<file path="src/rtl/lsu_mem_if.sv">
`default_nettype none
// ============================================================================
// Module   : lsu_mem_if
// Purpose  : Word-addressed data-memory req/ack bus between LSU and memory.
// Revision : 1.0
// ============================================================================
interface lsu_mem_if #(
    parameter int ADDR_W = 10
);
    logic              mem_req;
    logic              mem_we;
    logic [ADDR_W-1:0] mem_addr;
    logic [31:0]       mem_wdata;
    logic [31:0]       mem_rdata;
    logic              mem_ack;

    modport master (
        output mem_req, mem_we, mem_addr, mem_wdata,
        input  mem_rdata, mem_ack
    );

    modport slave (
        input  mem_req, mem_we, mem_addr, mem_wdata,
        output mem_rdata, mem_ack
    );
endinterface
`default_nettype wire

</file>
<file path="src/rtl/lsu_mem_initiator.sv">
`default_nettype none
// ============================================================================
// Module   : lsu_mem_initiator
// Purpose  : MIPS lw/sw decode, range-checked EA, single-outstanding mem access.
// Revision : 1.0
// ============================================================================
module lsu_mem_initiator #(
    parameter int ADDR_W  = 10,
    parameter int TIMEOUT = 15
) (
    input  wire logic        clk,
    input  wire logic        reset,
    input  wire logic [31:0] Instruction,
    input  wire logic        instr_valid,
    input  wire logic [31:0] base_value,
    input  wire logic [31:0] store_value,
    output logic             instr_ready,
    lsu_mem_if.master        mem_bus,
    output logic             wb_valid,
    output logic [4:0]       wb_reg,
    output logic [31:0]      wb_data,
    output logic             store_done,
    output logic             err,
    output logic [1:0]       err_code
);
    localparam logic [1:0] c_IDLE      = 2'd0;
    localparam logic [1:0] c_REQ       = 2'd1;
    localparam logic [1:0] c_RESP      = 2'd2;
    localparam logic [5:0] c_OP_LW     = 6'b100011;
    localparam logic [5:0] c_OP_SW     = 6'b101011;
    localparam logic [1:0] c_ERR_RANGE = 2'b01;
    localparam logic [1:0] c_ERR_TOUT  = 2'b10;
    localparam logic [1:0] c_ERR_OPC   = 2'b11;
    localparam logic [7:0] c_TO_LAST   = 8'(TIMEOUT - 1);

    logic [1:0]        r_state;
    logic [1:0]        w_state_next;
    logic [7:0]        r_cnt;
    logic [ADDR_W-1:0] r_addr;
    logic              r_we;
    logic [31:0]       r_wdata;
    logic [4:0]        r_rt;
    logic [4:0]        r_wb_reg;
    logic [31:0]       r_wb_data;
    logic [31:0]       r_rdata;
    logic              r_err;
    logic [1:0]        r_err_code;

    logic [5:0]        w_op;
    logic [4:0]        w_rt;
    logic [15:0]       w_off;
    logic [31:0]       w_ea;
    logic              w_is_mem;
    logic              w_in_range;
    logic              w_accept;
    logic              w_go;
    logic              w_ack;
    logic              w_timeout;
    logic              w_unused_rs;

    assign w_op        = Instruction[31:26];
    assign w_rt        = Instruction[20:16];
    assign w_off       = Instruction[15:0];
    assign w_unused_rs = ^Instruction[25:21];
    // Wrap is defined by the 32-bit sum, so a negative offset can reach word 0.
    assign w_ea        = base_value + {{16{w_off[15]}}, w_off};
    assign w_is_mem    = (w_op == c_OP_LW) || (w_op == c_OP_SW);
    assign w_in_range  = (w_ea[31:ADDR_W] == '0);
    assign w_accept    = (r_state == c_IDLE) && instr_valid;
    assign w_go        = w_accept && w_is_mem && w_in_range;
    assign w_ack       = (r_state == c_REQ) && mem_bus.mem_ack;
    // An ack on the boundary cycle wins over the timeout.
    assign w_timeout   = (r_state == c_REQ) && !mem_bus.mem_ack && (r_cnt == c_TO_LAST);

    always_ff @(posedge clk or posedge reset) begin
        if (reset) begin
            r_state <= c_IDLE;
        end else begin
            r_state <= w_state_next;
        end
    end

    always_comb begin
        w_state_next = r_state;
        case (r_state)
            c_IDLE:  if (w_go) w_state_next = c_REQ;
            c_REQ: begin
                if (w_ack)          w_state_next = c_RESP;
                else if (w_timeout) w_state_next = c_IDLE;
            end
            c_RESP:  w_state_next = c_IDLE;
            default: w_state_next = c_IDLE;
        endcase
    end

    always_comb begin
        instr_ready       = (r_state == c_IDLE);
        mem_bus.mem_req   = (r_state == c_REQ);
        mem_bus.mem_we    = r_we;
        mem_bus.mem_addr  = r_addr;
        mem_bus.mem_wdata = r_wdata;
        wb_valid          = (r_state == c_RESP) && !r_we && (r_rt != 5'd0);
        store_done        = (r_state == c_RESP) && r_we;
        wb_reg            = r_wb_reg;
        wb_data           = r_wb_data;
        err               = r_err;
        err_code          = r_err_code;
    end

    always_ff @(posedge clk or posedge reset) begin
        if (reset) begin
            r_cnt      <= 8'd0;
            r_addr     <= '0;
            r_we       <= 1'b0;
            r_wdata    <= 32'd0;
            r_rt       <= 5'd0;
            r_rdata    <= 32'd0;
            r_wb_reg   <= 5'd0;
            r_wb_data  <= 32'd0;
            r_err      <= 1'b0;
            r_err_code <= 2'b00;
        end else begin
            if (w_go) begin
                r_addr  <= w_ea[ADDR_W-1:0];
                r_we    <= (w_op == c_OP_SW);
                r_wdata <= store_value;
                r_rt    <= w_rt;
                r_cnt   <= 8'd0;
            end else if ((r_state == c_REQ) && !mem_bus.mem_ack) begin
                r_cnt <= r_cnt + 8'd1;
            end
            if (w_ack && !r_we) begin
                r_rdata <= mem_bus.mem_rdata;
            end
            // Writeback fields only move when a pulse will be shown, so they hold otherwise.
            if (w_ack && !r_we && (r_rt != 5'd0)) begin
                r_wb_reg  <= r_rt;
                r_wb_data <= mem_bus.mem_rdata;
            end
            r_err      <= 1'b0;
            r_err_code <= 2'b00;
            if (w_accept && !w_is_mem) begin
                r_err      <= 1'b1;
                r_err_code <= c_ERR_OPC;
            end else if (w_accept && !w_in_range) begin
                r_err      <= 1'b1;
                r_err_code <= c_ERR_RANGE;
            end else if (w_timeout) begin
                r_err      <= 1'b1;
                r_err_code <= c_ERR_TOUT;
            end
        end
    end
endmodule
`default_nettype wire
</file>
<file path="src/flat_wrapper.sv">
// flat-port wrapper written by rule: the top's interface ports become plain ports
module lsu_mem_initiator_flat 
#(
    parameter int ADDR_W  = 10,
    parameter int TIMEOUT = 15
)
  (clk, reset, Instruction, instr_valid, base_value, store_value, instr_ready, wb_valid, wb_reg, wb_data, store_done, err, err_code, mem_bus_mem_req, mem_bus_mem_we, mem_bus_mem_addr, mem_bus_mem_wdata, mem_bus_mem_rdata, mem_bus_mem_ack);
  lsu_mem_if #(.ADDR_W(ADDR_W)) mem_bus_i ();
  input  wire logic clk;
  input  wire logic reset;
  input  wire logic [31:0] Instruction;
  input  wire logic instr_valid;
  input  wire logic [31:0] base_value;
  input  wire logic [31:0] store_value;
  output logic instr_ready;
  output logic wb_valid;
  output logic [4:0] wb_reg;
  output logic [31:0] wb_data;
  output logic store_done;
  output logic err;
  output logic [1:0] err_code;
  output wire logic [$bits(mem_bus_i.mem_req)-1:0] mem_bus_mem_req;
  output wire logic [$bits(mem_bus_i.mem_we)-1:0] mem_bus_mem_we;
  output wire logic [$bits(mem_bus_i.mem_addr)-1:0] mem_bus_mem_addr;
  output wire logic [$bits(mem_bus_i.mem_wdata)-1:0] mem_bus_mem_wdata;
  input wire logic [$bits(mem_bus_i.mem_rdata)-1:0] mem_bus_mem_rdata;
  input wire logic [$bits(mem_bus_i.mem_ack)-1:0] mem_bus_mem_ack;
  assign mem_bus_mem_req = mem_bus_i.mem_req;
  assign mem_bus_mem_we = mem_bus_i.mem_we;
  assign mem_bus_mem_addr = mem_bus_i.mem_addr;
  assign mem_bus_mem_wdata = mem_bus_i.mem_wdata;
  assign mem_bus_i.mem_rdata = mem_bus_mem_rdata;
  assign mem_bus_i.mem_ack = mem_bus_mem_ack;
  lsu_mem_initiator #(.ADDR_W(ADDR_W), .TIMEOUT(TIMEOUT)) u_core (.clk(clk), .reset(reset), .Instruction(Instruction), .instr_valid(instr_valid), .base_value(base_value), .store_value(store_value), .instr_ready(instr_ready), .mem_bus(mem_bus_i), .wb_valid(wb_valid), .wb_reg(wb_reg), .wb_data(wb_data), .store_done(store_done), .err(err), .err_code(err_code));
endmodule
</file>
<file path="config.mk">
export PLATFORM = sky130hd
export DESIGN_NAME = lsu_mem_initiator_flat
export DESIGN_NICKNAME = d
export VERILOG_FILES = /design/src/rtl/lsu_mem_if.sv /design/src/rtl/lsu_mem_initiator.sv /design/src/flat_wrapper.sv
export SDC_FILE = /design/constraint.sdc
export NUM_CORES = 1
export LEC_CHECK = 0
export CAP_MARGIN = 40
export CORE_MARGIN = 2
export CORE_UTILIZATION = 49
export CTS_CLUSTER_DIAMETER = 120
export CTS_CLUSTER_SIZE = 8
export DETAILED_ROUTE_END_ITERATION = 12
export PLACE_DENSITY = 0.87
export REMOVE_ABC_BUFFERS = 1
export SLEW_MARGIN = 20
export SYNTH_ARGS = -nofsm -noshare
export SYNTH_HDL_FRONTEND = slang
export SYNTH_SLANG_ARGS = --single-unit
</file>
<file path="constraint.sdc">
create_clock -name clk -period 9.5 [get_ports clk]
set_input_delay 2.375 -clock clk [delete_from_list [all_inputs] [get_ports clk]]
set_output_delay 2.375 -clock clk [all_outputs]
set_load 0.02 [all_outputs]
</file>
* Word-level counts from Yosys, hierarchy flattened
Cells that the tools add are included.
** Word-level totals
- Bits in registers :: 98
- Input port bits :: 132
- Output and inout port bits :: 87
** Cells by class
- Add/sub/neg operators :: 2
- Equal/unequal tests :: 7
- Muxes and demuxes :: 12
- Reductions and logical operators :: 23
** Operator list (number)
- $add A32 B32 Y32 :: 1
- $logic_not A22 Y1 :: 1
- $mux W8 :: 2
- $logic_and A1 B1 Y1 :: 13
- $eq A6 B6 Y1 const B :: 2
- $mux W2 :: 6
- $add A8 B1 Y8 const B :: 1
- $eq A8 B4 Y1 const B :: 1
- $reduce_bool A5 Y1 :: 1
- $logic_not A1 Y1 :: 4
- $pmux W2 S2 :: 1
- $mux W1 :: 3
- $ne A3 B1 Y1 const B :: 1
- $eq A2 B1 Y1 const B :: 1
- $eq A2 B2 Y1 const B :: 1
- $logic_not A2 Y1 :: 1
- $ne A2 B1 Y1 const B :: 1
- $reduce_and A2 Y1 :: 1
- $reduce_bool A2 Y1 :: 1
- $logic_or A1 B1 Y1 :: 1

* Depth between registers and ports, before layout
- Word-level depth :: 6
- Gate-level depth with buffers :: 14
- Gate-level depth less buffers :: 12

* Worst setup path after synthesis
Ideal clock, no wire load.
- Kind :: input to register
- Start point :: input port Instruction[0]
- End point :: register u_core.r_addr[0], in the netlist u_core.mem_bus.mem_addr[0]
- Setup time :: 125 ps
- Data arrival time :: 5537 ps
- Data required time :: 9375 ps
- Setup slack :: 3838 ps
- Cell stages on the path :: 14
- Path buffers :: 2
- Path through :: ha_1 -> inv_1 -> fa_1 -> nand2b_1 -> a21oi_1 -> o21ai_0 -> and3_1 -> o41ai_1 -> mux2i_1 -> nand2_1 -> nor4_4 -> buf_6 -> buf_12 -> mux2_4
** Between the ends
- Word-level cells in the longest chain between the ends :: 3
** RTL lines
- from (decl) :: RTL line flat_wrapper.sv:11 : input wire logic [31:0] Instruction;
- $add A32 B32 Y32 (*) :: RTL line lsu_mem_initiator.sv:66 : assign w_ea = base_value + {{16{w_off[15]}}, w_off};
- $logic_not A22 Y1 :: RTL line lsu_mem_initiator.sv:68 : assign w_in_range = (w_ea[31:ADDR_W] == '0);
- $logic_and A1 B1 Y1 :: RTL line lsu_mem_initiator.sv:70 : assign w_go = w_accept && w_is_mem && w_in_range;
- to (signal assigned) :: RTL line lsu_mem_initiator.sv:124 : r_addr <= w_ea[ADDR_W-1:0];
- to (decl) :: RTL line lsu_mem_initiator.sv:39 : logic [ADDR_W-1:0] r_addr;
Every way passes the cells marked *; elsewhere a longest branch is shown, timed or not.
A chain may end at the register's enable or synchronous reset.

* Worst setup path in the final report
- Start point :: input port base_value[0]
- End point :: register u_core.r_rt[0]
** Between the ends
- Word-level cells in the longest chain between the ends :: 3
** RTL lines
- from (decl) :: RTL line flat_wrapper.sv:13 : input wire logic [31:0] base_value;
- $add A32 B32 Y32 :: RTL line lsu_mem_initiator.sv:66
- $logic_not A22 Y1 :: RTL line lsu_mem_initiator.sv:68
- $logic_and A1 B1 Y1 :: RTL line lsu_mem_initiator.sv:70
- to (signal assigned) :: RTL line lsu_mem_initiator.sv:127 : r_rt <= w_rt;
- to (decl) :: RTL line lsu_mem_initiator.sv:42 : logic [4:0] r_rt;
Every way passes these cells.

==> results.json <==
{
  "grt_first_pass_wirelength_mm": 27.7,
  "ys_ff_latch": 98,
  "dr.first_iter.drc_count": 286,
  "syn_area_um2": 5860,
  "grt_pass1_vias": 5192,
  "die_x_um": 113,
  "ant_nets": 0,
  "seq_area_frac_synth": 0.418,
  "h-tree-depth": 3,
  "syn_area_per_cell_um2": 10.9,
  "place_hpwl_mm": 13.5,
  "pre_cts_ws_ns": 2.29,
  "ys.warnings.count": 0,
  "combPwrFrac": 0.203,
  "hp-class": "register to register",
  "yosysUniqueCellTypes": 63,
  "min_period_ns": 6.83,
  "layout.cells.non_filler": 896,
  "p_int_uw": 758,
  "run_status": "completed",
  "vias_per_cell": 5.81,
  "layout_common_cells": "213 x clkdlybuf4s50_1, 98 x dfrtp_1, 65 x mux2_2",
  "multi_input_area_um2": 3240,
  "worst_pin_slew_ns": 0.721,
  "swShare": 0.253,
  "cts_buffers": 9,
  "maxSlewViolCount": 0,
  "cts_sinks": 98,
  "tns_ns": 0,
  "grt_max_degree": 58,
  "startpoint_type": "input pin",
  "die_area_um2": 12900,
  "whs_ns": 0.507,
  "drv_cap": 0,
  "via_count": 5210,
  "p_per_area_nw_per_um2": 120,
  "vdd_drop_max_uv": 90.3,
  "use_met3": 0.0531,
  "use_met1": 0.313,
  "root_buffer": "clkbuf_16",
  "place.gp.congestion": 0.891,
  "placed_cells": 879,
  "p_leak_uw": 0.00379,
  "track_usage": 0.275,
  "use_met2": 0.514,
  "antenna_found_initial": 0,
  "num-fill-cells": 768,
  "hold_viol": 0,
  "final_common_cell": "clkdlybuf4s50_1",
  "cts_tree": "yes",
  "cp.required_ns": 9.72,
  "clk_latency_ns": 0.34,
  "timing.final.setup_violations": 0,
  "post_cts_buffers": 0,
  "detail_route.first_pass.iterations": 6,
  "dieHeight_um": 113,
  "clk_pin_slew_ns": 0.06,
  "rsz0062_at_grt": "false",
  "cts_max_path_buffers": 2,
  "routed_wl_mm": 17.7,
  "synth-main-ff-cell": "dfrtp_1",
  "syn_inst": 539,
  "io_buffer_count": 213,
  "cts.repair.resized": 0,
  "setup_ws_ns": 2.67,
  "p_seq_frac": 0.412,
  "clock_skew_ns": 0.00614,
  "drc_errors": 0,
  "worstPathMaxFanout": 35,
  "seq_area_um2": 2450,
  "std_cell_rows": 39,
  "io_pins": 219,
  "layout-drive-gt1-share": 0.149,
  "synth-edff-count": 0,
  "cts_hold_buf": 0,
  "antenna_cells": 0,
  "area_growth_pct": 43.8,
  "p_sw_uw": 257,
  "wl_per_cell_um": 19.7,
  "core-area_um2": 11600,
  "timing.critical_path.to_type": "register",
  "power.share.clock": 0.385,
  "cp.arrival_ns": 7.05,
  "grt_overflow": 0,
  "async_flop_share": 1.00,
  "clock.fmax_mhz": 146,
  "timing.final.crit_share": 0.719,
  "critical_path_class": "input pin to register",
  "initial_core_util": 0.507,
  "top_usage_layer": "met2",
  "relSlewSlack": 0.514,
  "final_nets": 914
}
==> metrics by stage <==
step	instance area, um^2	power, uW	utilization
2_1_floorplan	5740	543	-
3_3_place_gp	8070	624	0.698
3_5_place_dp	8090	628	0.700
4_1_cts	8410	1020	0.727
5_1_grt	8430	1060	0.729
6_report	8430	1010	0.729
==> layer usage <==
| layer | wire length, um | part of all wire | vias up |
|---|---|---|---|
| met2 | 9300 | 0.53 | 249 |
| li1 | - | - | 2418 |
| met3 | 1190 | 0.067 | 33 |
| met4 | 510 | 0.029 | 0 |
| met1 | 6680 | 0.38 | 2510 |
| met5 | 0 | 0 | - |
==> cells in the mapped netlist (3+ instances only) <==
cell / instances / area (um^2)
o21ai_0: 22 / 110
nand2b_1: 6 / 37.5
nor3_1: 4 / 20.0
o2111ai_1: 3 / 26.3
a21oi_1: 36 / 180
xnor2_1: 12 / 105
o21a_1: 4 / 30.0
a211oi_1: 4 / 30.0
o21bai_1: 3 / 22.5
o211ai_1: 7 / 52.6
ha_1: 33 / 413
xor2_1: 11 / 96.3
clkbuf_1: 9 / 33.8
inv_1: 14 / 52.6
nand3_1: 5 / 25.0
and2_1: 4 / 25.0
buf_4: 3 / 22.5
mux2_2: 65 / 732
or3_1: 5 / 31.3
buf_2: 4 / 20.0
mux2i_1: 3 / 30.0
and3_1: 4 / 25.0
a31oi_1: 5 / 31.3
mux2_4: 20 / 300
a21o_1: 12 / 90.1
o21ai_1: 6 / 30.0
nor2b_1: 4 / 25.0
dfrtp_1: 98 / 2450
nand2_1: 37 / 139
nor2_1: 35 / 131
a221oi_1: 3 / 26.3
nand4_1: 16 / 100
==> final timing paths <==
kind / cells past startpoint / slack, ns / from / to
max: 15 / 2.67 / base_value[0] / u_core.r_rt[0]
min: 1 / 0.51 / u_core.mem_bus.mem_addr[9] / u_core.mem_bus.mem_addr[9]
max reg2reg: 6 / 7.41 / u_core.r_state[0] / u_core.r_rt[0]
min reg2reg: 1 / 0.51 / u_core.mem_bus.mem_addr[9] / u_core.mem_bus.mem_addr[9]
max in group asynchronous: 3 / 5.98 / reset / u_core.r_rt[3]
min in group asynchronous: 2 / 2.46 / reset / u_core.mem_bus.mem_wdata[0]
==> critical path: stages <==
cell             delay [ns]
clkdlybuf4s50_1        0.47
ha_1                   0.21
inv_1                  0.08
fa_1                   0.40
nand2b_1               0.19
a21oi_1                0.47
o21ai_0                0.33
and3_1                 0.29
o41ai_1                0.55
mux2i_1                0.25
nand2_1                0.13
nor4_4                 0.26
buf_4                  0.36
buf_12                 0.29
mux2_2                 0.38
==> power by group through the flow <==
stage | clock network [uW] | logic [uW] | registers [uW]
after floorplan | 0 | 116 | 427
after global placement | 0 | 198 | 426
after detailed placement | 0 | 202 | 426
after CTS | 396 | 204 | 418
after global routing | 416 | 226 | 418
final | 391 | 206 | 418
==> logic make-up (layout without fill, tap and decap cells) <==
family | after synthesis | after routing | share of synthesized area
AOI/OAI and AO/OA | 127 | 127 | 0.142
xor gates and xnor gates | 23 | 23 | 0.0344
adders and majority gates | 34 | 34 | 0.0738
buffers and inverters | 33 | 247 | 0.0307
DFF | 98 | 98 | 0.418
muxes | 88 | 88 | 0.181
and+or+nand+nor | 136 | 136 | 0.120
==> final cells by class <==
type	count	share of cell area
clock buffer	12	0.0292
clock inverter	4	0.00890
inverter	14	0.00653
multi-input combinational	408	0.384
sequential	98	0.291
tap	143	0.0212
timing repair buffer	217	0.259
No activity file was read; power rests on OpenSTA's default activity.
